$ cat config.mk
export PLATFORM = sky130hd
export DESIGN_NAME = soundrive_i2s_tx_flat
export DESIGN_NICKNAME = d
export VERILOG_FILES = /design/src/rtl/soundrive_i2s_tx_pkg.sv /design/src/rtl/soundrive_i2s_tx_if.sv /design/src/rtl/soundrive_i2s_tx_mixer.sv /design/src/rtl/soundrive_i2s_tx.sv /design/src/flat_wrapper.sv
export SDC_FILE = /design/constraint.sdc
export NUM_CORES = 1
export LEC_CHECK = 0
export CAP_MARGIN = 20
export CORE_MARGIN = 3
export CORE_UTILIZATION = 49
export CTS_CLUSTER_SIZE = 10
export DETAILED_ROUTE_END_ITERATION = 12
export GPL_TIMING_DRIVEN = 0
export PLACE_DENSITY = 0.76
export SLEW_MARGIN = 20
export SYNTH_ARGS = -nofsm -noshare
export SYNTH_HDL_FRONTEND = slang
export SYNTH_SLANG_ARGS = --single-unit
$ cat constraint.sdc
create_clock -name clk28 -period 1.8 [get_ports clk28]
set_input_delay 0.18 -clock clk28 [delete_from_list [all_inputs] [get_ports clk28]]
set_output_delay 0.18 -clock clk28 [all_outputs]
set_load 0.1 [all_outputs]
$ cat src/rtl/soundrive_i2s_tx_pkg.sv
// Shared definitions for the Soundrive/Covox audio output path.
//   SD_MIDSCALE    : offset-binary code for silence on a Soundrive DAC latch
//   I2S_SLOTS      : bit slots per stereo I2S frame (16 left + 16 right)
//   audio_sample_t : 16-bit two's-complement audio word
//   stereo_sample_t: packed {l, r} pair; l occupies the upper half
package soundrive_i2s_tx_pkg;

    localparam logic [7:0] SD_MIDSCALE = 8'h80;
    localparam int         I2S_SLOTS   = 32;

    typedef logic signed [15:0] audio_sample_t;

    typedef struct packed {
        audio_sample_t l;
        audio_sample_t r;
    } stereo_sample_t;

endpackage

$ cat src/rtl/soundrive_i2s_tx_if.sv
// Bundle between the Soundrive latch block, the I2S serialiser and the codec pins.
//   en_audio              : 0 mutes frames latched while low
//   ch_l0/ch_l1/ch_r0/ch_r1 : offset-binary DAC latch contents
//   i2s_bck/i2s_lrck/i2s_dat: Philips I2S towards the external DAC
//   sample_stb            : one-cycle pulse when a new frame is latched
// master = latch/board side, slave = serialiser.
interface soundrive_i2s_tx_if;

    logic       en_audio;
    logic [7:0] ch_l0;
    logic [7:0] ch_l1;
    logic [7:0] ch_r0;
    logic [7:0] ch_r1;
    logic       i2s_bck;
    logic       i2s_lrck;
    logic       i2s_dat;
    logic       sample_stb;

    modport master (
        output en_audio, ch_l0, ch_l1, ch_r0, ch_r1,
        input  i2s_bck, i2s_lrck, i2s_dat, sample_stb
    );

    modport slave (
        input  en_audio, ch_l0, ch_l1, ch_r0, ch_r1,
        output i2s_bck, i2s_lrck, i2s_dat, sample_stb
    );

endinterface

$ cat src/rtl/soundrive_i2s_tx_mixer.sv
// soundrive_mixer: folds four offset-binary Soundrive channels into a registered
// stereo pair of 16-bit two's-complement words (one clk28 of latency).
// Ports:
//   clk28, rst      : clock and synchronous active-high reset
//   vld_p0          : input qualifier, carried alongside the data
//   ch_l0..ch_r1    : 8-bit offset-binary channel codes
//   vld_p1          : registered qualifier
//   mix_p1          : registered {l, r} words, each = {s0 + s1, 7'b0}
module soundrive_mixer
    import soundrive_i2s_tx_pkg::*;
(
    input  logic           clk28,
    input  logic           rst,
    input  logic           vld_p0,
    input  logic [7:0]     ch_l0,
    input  logic [7:0]     ch_l1,
    input  logic [7:0]     ch_r0,
    input  logic [7:0]     ch_r1,
    output logic           vld_p1,
    output stereo_sample_t mix_p1
);

    // Offset-binary to two's complement is just an MSB flip.
    function automatic logic signed [7:0] ob_to_s8(input logic [7:0] ch);
        return ch ^ SD_MIDSCALE;
    endfunction

    // Sum of two signed bytes spans -256..+254, so 9 bits hold it exactly.
    function automatic logic signed [8:0] add_s8(input logic signed [7:0] a,
                                                 input logic signed [7:0] b);
        return {a[7], a} + {b[7], b};
    endfunction

    // Left-justify into 16 bits; the 9-bit range always fits, so no clipping.
    function automatic audio_sample_t to_word(input logic signed [8:0] m);
        return {m, 7'b0};
    endfunction

    logic signed [8:0] sum_l_p0;
    logic signed [8:0] sum_r_p0;

    always_comb begin
        sum_l_p0 = add_s8(ob_to_s8(ch_l0), ob_to_s8(ch_l1));
        sum_r_p0 = add_s8(ob_to_s8(ch_r0), ob_to_s8(ch_r1));
    end

    // ---- stage p0 -> p1 ----
    always_ff @(posedge clk28) begin
        if (rst) begin
            vld_p1 <= 1'b0;
            mix_p1 <= '0;
        end else begin
            vld_p1   <= vld_p0;
            mix_p1.l <= to_word(sum_l_p0);
            mix_p1.r <= to_word(sum_r_p0);
        end
    end

endmodule

$ cat src/rtl/soundrive_i2s_tx.sv
// soundrive_i2s_tx: mixes the four Soundrive DAC latches to stereo and serialises
// them as 16-bit Philips I2S (left in slots 0..15, right in 16..31, MSB first).
// Ports:
//   clk28 : 28 MHz system clock (only clock)
//   rst   : synchronous active-high reset; aborts any frame in flight
//   bus   : slave side of soundrive_i2s_tx_if (channel inputs, en_audio,
//           i2s_bck/i2s_lrck/i2s_dat, sample_stb)
// BCK_HALF clk28 cycles per bck half-period (>= 2); frame = 64*BCK_HALF cycles.
module soundrive_i2s_tx
    import soundrive_i2s_tx_pkg::*;
#(
    parameter int BCK_HALF = 8
)
(
    input  logic                 clk28,
    input  logic                 rst,
    soundrive_i2s_tx_if.slave    bus
);

    localparam int                DIV_W    = $clog2(BCK_HALF);
    localparam int                SLOT_W   = $clog2(I2S_SLOTS);
    localparam logic [DIV_W-1:0]  DIV_LAST = DIV_W'(BCK_HALF - 1);

    logic           vld_p1;
    stereo_sample_t mix_p1;

    soundrive_mixer u_mixer (
        .clk28  (clk28),
        .rst    (rst),
        .vld_p0 (1'b1),
        .ch_l0  (bus.ch_l0),
        .ch_l1  (bus.ch_l1),
        .ch_r0  (bus.ch_r0),
        .ch_r1  (bus.ch_r1),
        .vld_p1 (vld_p1),
        .mix_p1 (mix_p1)
    );

    logic [DIV_W-1:0]  div;
    logic              bck;
    logic [SLOT_W-1:0] bit_cnt;
    logic [31:0]       shift_p2;
    logic              lrck_p2;
    logic              dat_p2;
    logic              stb_p2;

    logic              bck_tgl;
    logic              bck_fall;
    logic [SLOT_W-1:0] bit_cnt_n;
    logic [SLOT_W-1:0] lrck_slot;
    logic              frame_start;
    logic [31:0]       shift_n;

    always_comb begin
        bck_tgl     = (div == DIV_LAST);
        bck_fall    = bck_tgl && bck;
        bit_cnt_n   = bit_cnt + SLOT_W'(1);
        // lrck looks one slot ahead so it leads each word's MSB by one bck.
        lrck_slot   = bit_cnt_n + SLOT_W'(1);
        frame_start = (bit_cnt_n == '0);
        shift_n     = shift_p2 << 1;
        if (frame_start) begin
            shift_n = (bus.en_audio && vld_p1) ? mix_p1 : 32'h0;
        end
    end

    // ---- stage p1 -> p2 ----
    always_ff @(posedge clk28) begin
        if (rst) begin
            div      <= '0;
            bck      <= 1'b0;
            bit_cnt  <= '1;
            shift_p2 <= '0;
            lrck_p2  <= 1'b0;
            dat_p2   <= 1'b0;
            stb_p2   <= 1'b0;
        end else begin
            stb_p2 <= 1'b0;
            if (bck_tgl) begin
                div <= '0;
                bck <= ~bck;
            end else begin
                div <= div + DIV_W'(1);
            end
            // Data and word select advance only on the falling bck edge,
            // giving the DAC a full half-period of setup before each rise.
            if (bck_fall) begin
                bit_cnt  <= bit_cnt_n;
                shift_p2 <= shift_n;
                dat_p2   <= shift_n[31];
                lrck_p2  <= lrck_slot[SLOT_W-1];
                stb_p2   <= frame_start;
            end
        end
    end

    assign bus.i2s_bck    = bck;
    assign bus.i2s_lrck   = lrck_p2;
    assign bus.i2s_dat    = dat_p2;
    assign bus.sample_stb = stb_p2;

endmodule
$ cat src/flat_wrapper.sv
// flat-port wrapper written by rule: the top's interface ports become plain ports
module soundrive_i2s_tx_flat import soundrive_i2s_tx_pkg::*;
#(
    parameter int BCK_HALF = 8
)
  (clk28, rst, bus_en_audio, bus_ch_l0, bus_ch_l1, bus_ch_r0, bus_ch_r1, bus_i2s_bck, bus_i2s_lrck, bus_i2s_dat, bus_sample_stb);
  soundrive_i2s_tx_if bus_i ();
  input  logic clk28;
  input  logic rst;
  input wire logic [$bits(bus_i.en_audio)-1:0] bus_en_audio;
  input wire logic [$bits(bus_i.ch_l0)-1:0] bus_ch_l0;
  input wire logic [$bits(bus_i.ch_l1)-1:0] bus_ch_l1;
  input wire logic [$bits(bus_i.ch_r0)-1:0] bus_ch_r0;
  input wire logic [$bits(bus_i.ch_r1)-1:0] bus_ch_r1;
  output wire logic [$bits(bus_i.i2s_bck)-1:0] bus_i2s_bck;
  output wire logic [$bits(bus_i.i2s_lrck)-1:0] bus_i2s_lrck;
  output wire logic [$bits(bus_i.i2s_dat)-1:0] bus_i2s_dat;
  output wire logic [$bits(bus_i.sample_stb)-1:0] bus_sample_stb;
  assign bus_i.en_audio = bus_en_audio;
  assign bus_i.ch_l0 = bus_ch_l0;
  assign bus_i.ch_l1 = bus_ch_l1;
  assign bus_i.ch_r0 = bus_ch_r0;
  assign bus_i.ch_r1 = bus_ch_r1;
  assign bus_i2s_bck = bus_i.i2s_bck;
  assign bus_i2s_lrck = bus_i.i2s_lrck;
  assign bus_i2s_dat = bus_i.i2s_dat;
  assign bus_sample_stb = bus_i.sample_stb;
  soundrive_i2s_tx #(.BCK_HALF(BCK_HALF)) u_core (.clk28(clk28), .rst(rst), .bus(bus_i));
endmodule
== Yosys cells after proc, flatten, opt, wreduce, memory -nomap -nowiden ==
Cells that the tools add are included.

* Register bits after elaboration: 76
* Bits of input ports: 35

* Add/sub/neg operators: 5
* Eq/ne operators: 1
* Multiplexer cells: 3
* Bitwise operators: 6
* Reductions and logical operators: 5

{| class="wikitable"
|+ Operators by type and width
! kind !! number
|-
| two-way mux 32 bit || 2
|-
| adder 8 x 8 -> 9 bit || 2
|-
| adder 5 x 1 -> 5 bit (second input constant) || 2
|-
| inverter 1 bit || 6
|-
| logical NOT 5 bit || 1
|-
| OR reduction 2 bit || 2
|-
| adder 3 x 1 -> 3 bit (second input constant) || 1
|-
| equality test 3 bit (second input constant) || 1
|-
| logical AND 1 bit || 2
|-
| two-way mux 1 bit || 1
|}

== Logic depth before layout (Yosys ltp) ==
* Word-level depth: 4
* Mapped depth: 8
* Mapped depth without buffers: 6

== Hierarchy ==
A second synthesis with hierarchy kept.

* Cells, all modules: 377
* Area total of the unflattened synthesis: 3374.5 sq um

{| class="wikitable"
|+ By module, submodules not included
! module !! times used !! cells each !! area each (sq um) !! seq. area each (sq um)
|-
| soundrive_i2s_tx || 1 || 231 || 2072.0 || 860.8
|-
| soundrive_mixer || 1 || 146 || 1302.5 || 380.4
|}

== Least setup slack after synthesis ==
OpenSTA, ideal clock, no wires.

* Path type: reg-to-reg
* Start: reg u_core.bck, in the netlist u_core.bus.i2s_bck
* End: reg u_core.shift_p2[14]
* Arrival: 2027 ps
* Data required time: 1741 ps
* Setup slack: -286 ps
* Stages on the path, launching flop included: 6
* Clock period less this slack: 2086 ps
* Path through: dfxtp_1 -> and2_1 -> nand2_1 -> a211oi_4 -> buf_4 -> a221o_1

* Longest elaborated chain between the ends: 1

{| class="wikitable"
|+ RTL lines
! what !! RTL line !! source
|-
| from (decl) || soundrive_i2s_tx.sv:40 || <nowiki>logic bck;</nowiki>
|-
| from (signal assigned) || soundrive_i2s_tx.sv:81 || <nowiki>bck <= ~bck;</nowiki>
|-
| logical AND 1 bit || soundrive_i2s_tx.sv:56 || <nowiki>bck_fall = bck_tgl && bck;</nowiki>
|-
| to (signal assigned) || soundrive_i2s_tx.sv:89 || <nowiki>shift_p2 <= shift_n;</nowiki>
|-
| to (decl) || soundrive_i2s_tx.sv:42 || <nowiki>logic [31:0] shift_p2;</nowiki>
|}

No other way between the ends.
A chain may end at the register's enable or synchronous reset.

== Worst setup path in the final report ==
* Start: reg u_core.div[0]
* End: reg u_core.shift_p2[12]

* Longest elaborated chain between the ends: 2

{| class="wikitable"
|+ RTL lines
! what !! RTL line !! source
|-
| from (decl) || soundrive_i2s_tx.sv:39 || <nowiki>logic [DIV_W-1:0] div;</nowiki>
|-
| from (signal assigned) || soundrive_i2s_tx.sv:83 || <nowiki>div <= div + DIV_W'(1);</nowiki>
|-
| equality test 3 bit || soundrive_i2s_tx.sv:55 || <nowiki>bck_tgl = (div == DIV_LAST);</nowiki>
|-
| logical AND 1 bit || soundrive_i2s_tx.sv:56 ||
|}

No other way between the ends.

==> results by group <==
Timing
  – Unrepaired setup endpoints after global routing: true
  – Setup violations, final: 0
  – Slew @ Worst Pin: 0.968 ns
  – Max frequency: 565 MHz
  – Max Clock Skew: 0.0107 ns
  – Tmin final: 1.77 ns
  – Worst setup margin: 0.0301 ns
  – Worst slew margin: 0.357
  – Slew Limit Fails: 0
  – Worst hold slack: 0.396 ns
  – Final hold violation count: 0
  – Fin crit share: 0.983

Die
  – Rows: 26
  – Io pins: 39
  – Core area: 5270 um2
  – Chip height: 80.9 um
  – Die area: 6540 um2
  – Initial core utilization: 0.521
  – Die Width: 80.9 um

Synth
  – Syn_nets: 342
  – Top-area cell type share of the netlist area: 0.401
  – Syn Std Cell Area: 2750 um2
  – Dominant synthesized flop cell: dfxtp_1
  – Yosys warns: 0
  – Post-synthesis sequential area ratio: 0.401
  – Unique masters post-synth: 50
  – Top cells by area in the synthesized netlist: dfxtp_1, ha_1, a221o_1
  – Mean Syn Cell Area: 9.67 um2
  – Ys async rst share: 0
  – Syn Inst Count: 284
  – Area leader, netlist: dfxtp_1
  – FF+latch count, synth: 55
  – EDFF count, synth: 0

Power
  – Power Density: 699 nW/um2
  – Tot Pwr: 2.51 mW
  – Leak: 1.51 nW
  – Max IR drop VDD: 0.000389 V

Setup path
  – Max stage delay on crit path: 0.35 ns
  – Cell breakdown of the critical path: ha_4, ha_4, and2_4, nand2_4, and3b_1, buf_6, buf_12, a221o_1
  – WS Path Type: flip-flop to flip-flop
  – Endpoint class of the critical path: flip-flop
  – Worst Path Max Fanout: 6
  – CP Launch Type: flip-flop
  – CP most frequent cell: ha_4
  – Critical path arrival: 1.96 ns
  – Slowest-stage cell, CP: dfxtp_2
  – R2R setup slack: 0.03 ns
  – Worst path required time: 1.99 ns

Place
  – Placer Congestion: 0.815
  – Hpwl dp: 4050 um
  – Placed Area: 3250 um2
  – Port buffer count: 37
  – DP Worst Slack: -0.377 ns
  – # placed instances: 391

Cells and area
  – Multi-input logic area: 1630 um2
  – Antenna diodes: 0
  – Storage cell area: 1120 um2
  – Fraction of layout instances using a drive strength above 1: 0.179
  – Fin nets: 404
  – Layout area overhead: 31.1%
  – Filler cells: 442
  – Finished Layout Cells: 417
  – Design area: 3600 um2

Clock network
  – Clock-pin slew on the worst setup and hold paths: 0.09 ns
  – CTS sink cnt: 55
  – CTS buffer count: 5
  – CTS tree: yes
  – Skew-Pair Late Insertion Delay: 0.31 ns
  – CTS root buf: clkbuf_8
  – H-tree levels: 2
  – Hold Buf Count CTS: 0
  – Clk buf depth: 2

Drt
  – DRC errors left: 0
  – TritonRoute pass-1 iters: 6
  – Total Wirelength: 5960 um
  – Vias per cell: 5.68
  – Antenna viol nets, final: 0
  – WL/cell: 14.3 um
  – Initial DRC Count: 98
  – Routed vias: 2368

Hold path
  – Min-delay worst type: input pin to flip-flop

Global route
  – Global-route wire length before repair: 9740 um
  – Vias in the first global route: 2166
  – Overflow after GRT: 0
  – Largest net degree at the start of global routing: 17
  – Total GRT Usage: 0.188
  – Initial antenna violation count: 0

Job
  – Max-cap violations: 0

Run status
  – Status: finished clean
==> report_power, final <==
group	switching [mW]	leakage [nW]	total (mW)	internal [mW]
logic	0.183	1.00	0.383	0.200
registers	0.0206	0.449	1.29	1.27
clock network	0.392	0.0612	0.842	0.450
==> per-layer routing <==
metal  global-route usage  vias to the layer above  share of wire
met4               0.0777                        0          0.021
met5                    0                        -              0
met3               0.0333                       14          0.045
met1                0.231                     1093           0.45
li1                     -                     1195              -
met2                0.323                       66           0.48
==> worst paths after layout <==
path / start / end / cells past startpoint
min: rst / u_core.u_mixer.mix_p1[13] / 4
min reg2reg: u_core.div[0] / u_core.div[0] / 1
max: u_core.div[0] / u_core.shift_p2[12] / 8
max reg2reg: u_core.div[0] / u_core.shift_p2[12] / 8
==> logic make-up after synthesis <==
group                      count (synthesis)  synth area share
muxes                                      2           0.00820
xor gates and xnor gates                   7            0.0223
DFF                                       55             0.401
and+or+nand+nor                           98             0.196
adders and majority gates                 23             0.110
AOI/OAI and AO/OA                         74             0.217
buffers and inverters                     25            0.0456
==> critical path, delay by kind of cell, from the launching register on <==
kind                     cells  cell delay, ns
AO/OA/AOI/OAI                1            0.34
AND/OR/NAND/NOR              3            0.39
buffers and inverters        2            0.25
flip-flops                   1            0.35
adder cells (fa/ha/maj)      2            0.32
==> flip-flops by register name (all words and copies together), names as in the netlist <==
signal / cells
u_core.bit_cnt: 5
u_core.u_mixer.mix_p1: 18
u_core.u_mixer.vld_p1: 1
u_core.bus.i2s_bck: 1
u_core.bus.i2s_dat: 1
u_core.bus.sample_stb: 1
u_core.bus.i2s_lrck: 1
u_core.div: 3
u_core.shift_p2: 24
==> cells in the final DEF, fill, tap and decap left out, drive strengths merged, types with 2 or more instances in the layout <==
cell type / Yosys / final
nand4b: 3 / 3
a21o: 4 / 4
o31ai: 2 / 2
a221o: 17 / 17
o21bai: 4 / 4
and2: 2 / 2
dfxtp: 55 / 55
o22ai: 2 / 2
nor4: 4 / 4
buf: 8 / 26
xnor2: 4 / 4
nand3b: 2 / 2
fa: 2 / 2
o311ai: 4 / 4
nand2: 18 / 18
a31oi: 3 / 3
inv: 10 / 10
nor3b: 3 / 3
o31a: 2 / 2
a211oi: 10 / 10
nand4: 6 / 6
o2bb2ai: 2 / 2
and3: 17 / 17
nor2b: 4 / 4
mux2: 2 / 2
dlygate4sd2: 0 / 4
nand2b: 5 / 5
nand3: 6 / 6
clkbuf: 7 / 13
xor2: 3 / 3
nor3: 7 / 7
a21oi: 9 / 9
ha: 21 / 21
o21ai: 10 / 10
nor2: 16 / 16
clkdlybuf4s50: 0 / 33
==> area by class of cell <==
cell class | instances | area share
multi-input cells | 204 | 0.453
plain buffers | 15 | 0.0271
clock inverters | 2 | 0.00974
well taps | 70 | 0.0243
flip-flops and latches | 55 | 0.310
clock buffers | 6 | 0.0229
repair buffers | 55 | 0.142
inverters | 10 | 0.0104
==> through the flow <==
step | util | setup TNS [ns]
4_1_cts | 0.663 | 0
3_3_place_gp | 0.616 | -3.80
3_5_place_dp | 0.616 | -4.52
2_1_floorplan | - | 0
5_1_grt | 0.683 | -0.147
6_report | 0.683 | 0
==> synth_stat cells (3+ instances only) <==
library cell  number
dfxtp_1           55
ha_1              21
a221o_1           17
and3_1            17
nand2_1           17
nor2_1            16
inv_1             10
o21ai_0           10
a21oi_1            9
a211oi_1           8
clkbuf_1           7
nor3_1             7
nand3_1            6
nand4_1            6
nand2b_1           5
a21o_1             4
nor2b_1            4
nor4_1             4
o21bai_1           4
o311ai_0           4
xnor2_1            4
a31oi_1            3
buf_6              3
nand4b_1           3
nor3b_1            3
xor2_1             3
==> what timing repair did <==
action,CTS,global route
gates cloned,0,1
setup buffers,11,6
gates resized for setup,17,16
pin swaps,9,11
setup endpoints to repair,27,25
(Power assumes the default switching activity.)
